## src/rtl/serial_addsub_unit_if.sv

```systemverilog
// Handshake and operand/result bundle for the bit-serial add/subtract engine.
// The requester drives start/mode/operands; the engine returns busy/done plus result flags.
// No flow control beyond start/busy: a start seen while busy is simply dropped.
interface serial_addsub_unit_if #(
    parameter int WIDTH = 8
);
    logic             start;
    logic             mode;
    logic [WIDTH-1:0] OPA;
    logic [WIDTH-1:0] OPB;
    logic             busy;
    logic             done;
    logic [WIDTH-1:0] result;
    logic             carryOut;
    logic             borrow;
    logic             overflow;
    logic             zero;

    modport master (
        output start, mode, OPA, OPB,
        input  busy, done, result, carryOut, borrow, overflow, zero
    );

    modport slave (
        input  start, mode, OPA, OPB,
        output busy, done, result, carryOut, borrow, overflow, zero
    );
endinterface

```

## src/rtl/serial_addsub_unit.sv

```systemverilog
// Bit-serial add/subtract: one full-adder evaluation per clock, LSB first.
// Latency: done pulses in the cycle after edge E0+WIDTH (E0 = start capture edge).
// Backpressure: start is only honoured in IDLE; requests while busy are dropped.
module serial_addsub_unit #(
    parameter int WIDTH = 8
) (
    input  logic                clk,
    input  logic                rst,
    serial_addsub_unit_if.slave bus
);
    localparam int CW = $clog2(WIDTH);

    typedef enum logic [1:0] {
        IDLE = 2'd0,
        RUN  = 2'd1,
        DONE = 2'd2
    } state_t;

    state_t           state;
    logic [WIDTH-1:0] a_sr;
    logic [WIDTH-1:0] b_sr;
    logic [WIDTH-2:0] pr;       // partial result; new bit enters at the top
    logic             carry;    // running carry into the bit being processed
    logic             mode_q;
    logic [CW-1:0]    cnt;

    logic             fa_s;
    logic             fa_c;
    logic [WIDTH-1:0] res_next;

    // Full-adder cell on the current LSBs, and the partial result including this bit
    always_comb begin
        fa_s     = a_sr[0] ^ b_sr[0] ^ carry;
        fa_c     = (a_sr[0] & b_sr[0]) | (carry & (a_sr[0] ^ b_sr[0]));
        res_next = {fa_s, pr};
    end

    // Control FSM, datapath shift registers and registered outputs
    always_ff @(posedge clk or posedge rst) begin
        if (rst) begin
            state        <= IDLE;
            a_sr         <= '0;
            b_sr         <= '0;
            pr           <= '0;
            carry        <= 1'b0;
            mode_q       <= 1'b0;
            cnt          <= '0;
            bus.busy     <= 1'b0;
            bus.done     <= 1'b0;
            bus.result   <= '0;
            bus.carryOut <= 1'b0;
            bus.borrow   <= 1'b0;
            bus.overflow <= 1'b0;
            bus.zero     <= 1'b0;
        end else begin
            case (state)
                IDLE: begin
                    if (bus.start) begin
                        a_sr     <= bus.OPA;
                        // Subtract is A + ~B + 1; the +1 comes in as the initial carry
                        b_sr     <= bus.mode ? ~bus.OPB : bus.OPB;
                        carry    <= bus.mode;
                        mode_q   <= bus.mode;
                        cnt      <= '0;
                        pr       <= '0;
                        bus.busy <= 1'b1;
                        state    <= RUN;
                    end
                end
                RUN: begin
                    a_sr  <= a_sr >> 1;
                    b_sr  <= b_sr >> 1;
                    pr    <= res_next[WIDTH-1:1];
                    carry <= fa_c;
                    cnt   <= cnt + 1'b1;
                    if (cnt == CW'(WIDTH - 1)) begin
                        // Last bit: carry still holds the carry into the MSB
                        bus.result   <= res_next;
                        bus.carryOut <= fa_c;
                        bus.borrow   <= mode_q & ~fa_c;
                        bus.overflow <= carry ^ fa_c;
                        bus.zero     <= (res_next == '0);
                        bus.done     <= 1'b1;
                        state        <= DONE;
                    end
                end
                DONE: begin
                    bus.done <= 1'b0;
                    bus.busy <= 1'b0;
                    state    <= IDLE;
                end
                default: begin
                    bus.done <= 1'b0;
                    bus.busy <= 1'b0;
                    state    <= IDLE;
                end
            endcase
        end
    end
endmodule

```

## src/flat_wrapper.sv

```systemverilog
// flat-port wrapper written by rule: the top's interface ports become plain ports
module serial_addsub_unit_flat 
#(
    parameter int WIDTH = 8
)
  (clk, rst, bus_start, bus_mode, bus_OPA, bus_OPB, bus_busy, bus_done, bus_result, bus_carryOut, bus_borrow, bus_overflow, bus_zero);
  serial_addsub_unit_if #(.WIDTH(WIDTH)) bus_i ();
  input  logic clk;
  input  logic rst;
  input wire logic [$bits(bus_i.start)-1:0] bus_start;
  input wire logic [$bits(bus_i.mode)-1:0] bus_mode;
  input wire logic [$bits(bus_i.OPA)-1:0] bus_OPA;
  input wire logic [$bits(bus_i.OPB)-1:0] bus_OPB;
  output wire logic [$bits(bus_i.busy)-1:0] bus_busy;
  output wire logic [$bits(bus_i.done)-1:0] bus_done;
  output wire logic [$bits(bus_i.result)-1:0] bus_result;
  output wire logic [$bits(bus_i.carryOut)-1:0] bus_carryOut;
  output wire logic [$bits(bus_i.borrow)-1:0] bus_borrow;
  output wire logic [$bits(bus_i.overflow)-1:0] bus_overflow;
  output wire logic [$bits(bus_i.zero)-1:0] bus_zero;
  assign bus_i.start = bus_start;
  assign bus_i.mode = bus_mode;
  assign bus_i.OPA = bus_OPA;
  assign bus_i.OPB = bus_OPB;
  assign bus_busy = bus_i.busy;
  assign bus_done = bus_i.done;
  assign bus_result = bus_i.result;
  assign bus_carryOut = bus_i.carryOut;
  assign bus_borrow = bus_i.borrow;
  assign bus_overflow = bus_i.overflow;
  assign bus_zero = bus_i.zero;
  serial_addsub_unit #(.WIDTH(WIDTH)) u_core (.clk(clk), .rst(rst), .bus(bus_i));
endmodule
```

## config.mk

```make
export PLATFORM = sky130hd
export DESIGN_NAME = serial_addsub_unit_flat
export DESIGN_NICKNAME = d
export VERILOG_FILES = /design/src/rtl/serial_addsub_unit_if.sv /design/src/rtl/serial_addsub_unit.sv /design/src/flat_wrapper.sv
export SDC_FILE = /design/constraint.sdc
export NUM_CORES = 1
export LEC_CHECK = 0
export ABC_AREA = 1
export CORE_MARGIN = 3
export CORE_UTILIZATION = 25
export DETAILED_ROUTE_END_ITERATION = 8
export PLACE_DENSITY = 0.4
export SLEW_MARGIN = 20
export SYNTH_ARGS = -nofsm -noshare
export SYNTH_HDL_FRONTEND = slang
export SYNTH_SLANG_ARGS = --single-unit
```

## constraint.sdc

```tcl
create_clock -name clk -period 1.4 [get_ports clk]
set_input_delay 0.14 -clock clk [delete_from_list [all_inputs] [get_ports clk]]
set_output_delay 0.14 -clock clk [all_outputs]
set_load 0.05 [all_outputs]
```

==> key figures <==
STA
  • RSZ-0062 raised after global routing: yes
  • Final hold vios: 0
  • Slew headroom: 83.5%
  • Min Clock Period, post-route: 1340 ps
  • Max Transition Viols Final: 0
  • Tcrit/Tclk final: 95.9%
  • Worst slew pin tran: 248 ps
  • Highest clock rate: 745 MHz
  • Final setup violating endpoints: 0
  • Final Skew: 9.95 ps

Critical path
  • Worst stage delay on the critical path: 580 ps
  • Critical path capture point type: flip-flop
  • Critical Path RT: 1590 ps
  • Worst setup SP type: flip-flop
  • Setup Crit Path Kind: flip-flop to flip-flop
  • Cell seen most often among critical-path stages: nand2_1
  • WP data arrival: 1530 ps
  • Worst-path cell chain: fa_1 -> nor2_1 -> nand2_1 -> nor2_2 -> nand2_1 -> nand2_1
  • CP max FO: 3
  • CP max stage cell: fa_1

Die
  • Die height: 94.4 um
  • Num rows: 31
  • IO Pins: 34
  • Core area: 0.00741 mm^2
  • Starting Density: 26.4%
  • Area of the die: 0.00891 mm^2
  • Die X: 94.4 um

Cells and area
  • Ant diodes: 0
  • Util after Layout: 36.9%
  • Nets: 290
  • Synth-to-Final Area Change: 39.8%
  • Layout cells sized above 1: 16.4%
  • Post-route insts no fill: 367

Route
  • Detailed-route wire length per cell: 11.5 um
  • ANT nets after route: 0
  • Via count: 1,546
  • Vias per cell: 4.21
  • First-iteration detailed-routing DRC count: 69
  • DRC: 0
  • Drt total wl: 4240 um
  • DR pass1 iterations: 4

Min path
  • Class of the worst hold path: primary input to async pin

Yosys
  • Post-Synth Adder-Cell Area: 2.31%
  • Post-Syn Nets: 247
  • Warnings, synthesis: 0
  • Mapped Cells: 224
  • Complex-gate fraction of the synthesized area: 5.51%
  • Multiplexer share of the synthesized area: 0%
  • Synth cell types: 21
  • Main combinational cell family by area after synthesis: simple AND/OR/NAND/NOR gates
  • Simple-gate share of the synthesized area: 27.5%
  • Syn Std Cell Area: 0.00195 mm^2
  • Sequential area share after synthesis: 56.4%
  • Register bit total from synthesis: 44
  • Syn_area_per_cell: 8.72 um^2
  • Post-synthesis xor/xnor area fraction: 0.897%

Global routing
  • First-pass GRT wire length: 7320 um
  • Grt ovf: 0
  • Largest net degree at the start of global routing: 45
  • Initial antenna violation count: 0
  • Tot GR Track Use: 10.4%
  • Vias in the first global route: 1,521

Clock network
  • CTS HTree Levels: 2
  • Worst-path clk slew: 80 ps
  • Clk sinks: 44
  • Clock latency on the worst-skew pair: 300 ps
  • Cts bufs inserted: 5
  • CTS tree: built
  • Max clock buf depth: 2
  • CTS Root Cell: clkbuf_8
  • Hold Buf Count CTS: 0

Power
  • Pwr Density: 2300 mW/mm^2
  • Worst vdd ir: 0.628 mV
  • Leak: 1.31 nW

Placed design
  • Gpl congestion: 0.722
  • Placed Instances: 359
  • DP HPWL: 2990 um
  • Port Buffer Count: 33

Job
  • Max-Cap Viols: 0

Outcome
  • Status: complete, no violations
[cells by family (layout without fill, tap and decap cells)]
logic type | Yosys count | after routing
and+or+nand+nor | 124 | 124
DFF | 44 | 44
buffers and inverters | 31 | 75
AOI/OAI and AO/OA | 20 | 20
adders and majority gates | 3 | 3
xor gates and xnor gates | 2 | 2
[registers in the layout (all words and copies together), names as in the netlist, 2 cells and up]
| signal | flops |
|---|---|
| u_core.cnt | 3 |
| u_core.b_sr | 8 |
| u_core.pr | 7 |
| u_core.a_sr | 8 |
| u_core.bus.result | 8 |
| u_core.state | 2 |
[synth_stat cells]
cell      count  area, um^2
a21oi_1       1        5.00
buf_2         4        20.0
buf_4         4        30.0
buf_6         1        11.3
clkbuf_1      1        3.75
dfrtp_1      44        1100
fa_1          1        20.0
ha_1          2        25.0
inv_1        18        67.6
inv_2         3        11.3
nand2_1      74         278
nand2_2       3        18.8
nand2_4       1        11.3
nand3_1      34         170
nand4_1       5        31.3
nor2_1        6        22.5
nor2_2        1        6.26
o21ai_0       1        5.00
o21ai_1      12        60.1
o22ai_1       6        37.5
xnor2_1       2        17.5
[worst max-delay path: cells and delay by family (launching register included)]
| family | cells | cell delay (ps) |
|---|---|---|
| adder cells (fa/ha/maj) | 1 | 580 |
| AND/OR/NAND/NOR | 5 | 240 |
| flip-flops | 1 | 410 |
[per-layer routing]
metal	vias up	global-route usage (%)	wire [um]
met5	-	0	0
met4	0	2.53	34
met3	4	2.63	165
met2	29	16.5	1950
met1	706	14.1	2080
li1	807	-	-
[repair_timing]
item	4_1_cts	5_1_grt
gates resized for setup	0	1
buffers inserted	0	0
endpoints found under the setup margin	0	1
[final timing paths]
kind | start | end | slack (ps) | cells after the start
setup reg to reg | u_core.b_sr[0] | u_core.bus.zero | 60 | 6
hold reg to reg | u_core.cnt[0] | u_core.cnt[0] | 480 | 1
setup / recovery | u_core.b_sr[0] | u_core.bus.zero | 60 | 6
hold / removal | rst | u_core.a_sr[5] | 180 | 3
max in group asynchronous | rst | u_core.bus.overflow | 1000 | 3
min in group clk | bus_OPA[7] | u_core.a_sr[7] | 370 | 3
[report_power, final]
group	leakage [nW]	internal (mW)	switching [mW]
logic	0.697	1.41	1.70
registers	0.562	1.80	0.396
clock network	0.0541	0.528	0.444
total	1.31	3.74	2.54
[cells in the final DEF, fill, tap and decap left out, drive strengths merged]
cell and instances:
nand2 78, dfrtp 44, nand3 34, buf 27, inv 20, clkdlybuf4s50 19
o21ai 13, nor2 7, o22ai 6, nand4 5, clkbuf 5, xnor2 2
ha 2, clkinv 2, a21oi 1, fa 1, bufinv 1, clkinvlp 1
[per-stage QoR]
stage | area (um^2) | setup slack [ps] | hold slack [ps] | power (mW) | setup TNS (ps)
finish | 2730 | 57.5 | 175 | 6.28 | 0
global route | 2730 | -51.1 | 200 | 6.76 | -51.1
CTS | 2730 | 61.2 | 189 | 6.37 | 0
detailed placement | 2620 | 66.7 | 471 | 5.38 | 0
global placement | 2620 | 91.2 | 474 | 5.35 | 0
floorplan | 1950 | 106 | 250 | 3.97 | 0
[final cells by class]
type / instances / area (um^2)
Fill cell: 770 / 4680
Sequential cell: 44 / 1100
Multi-Input combinational cell: 149 / 711
Timing Repair Buffer: 46 / 606
Tap cell: 99 / 124
Inverter: 21 / 78.8
Clock buffer: 5 / 68.8
Clock inverter: 3 / 42.5
Power figures use the tool's default switching activity.
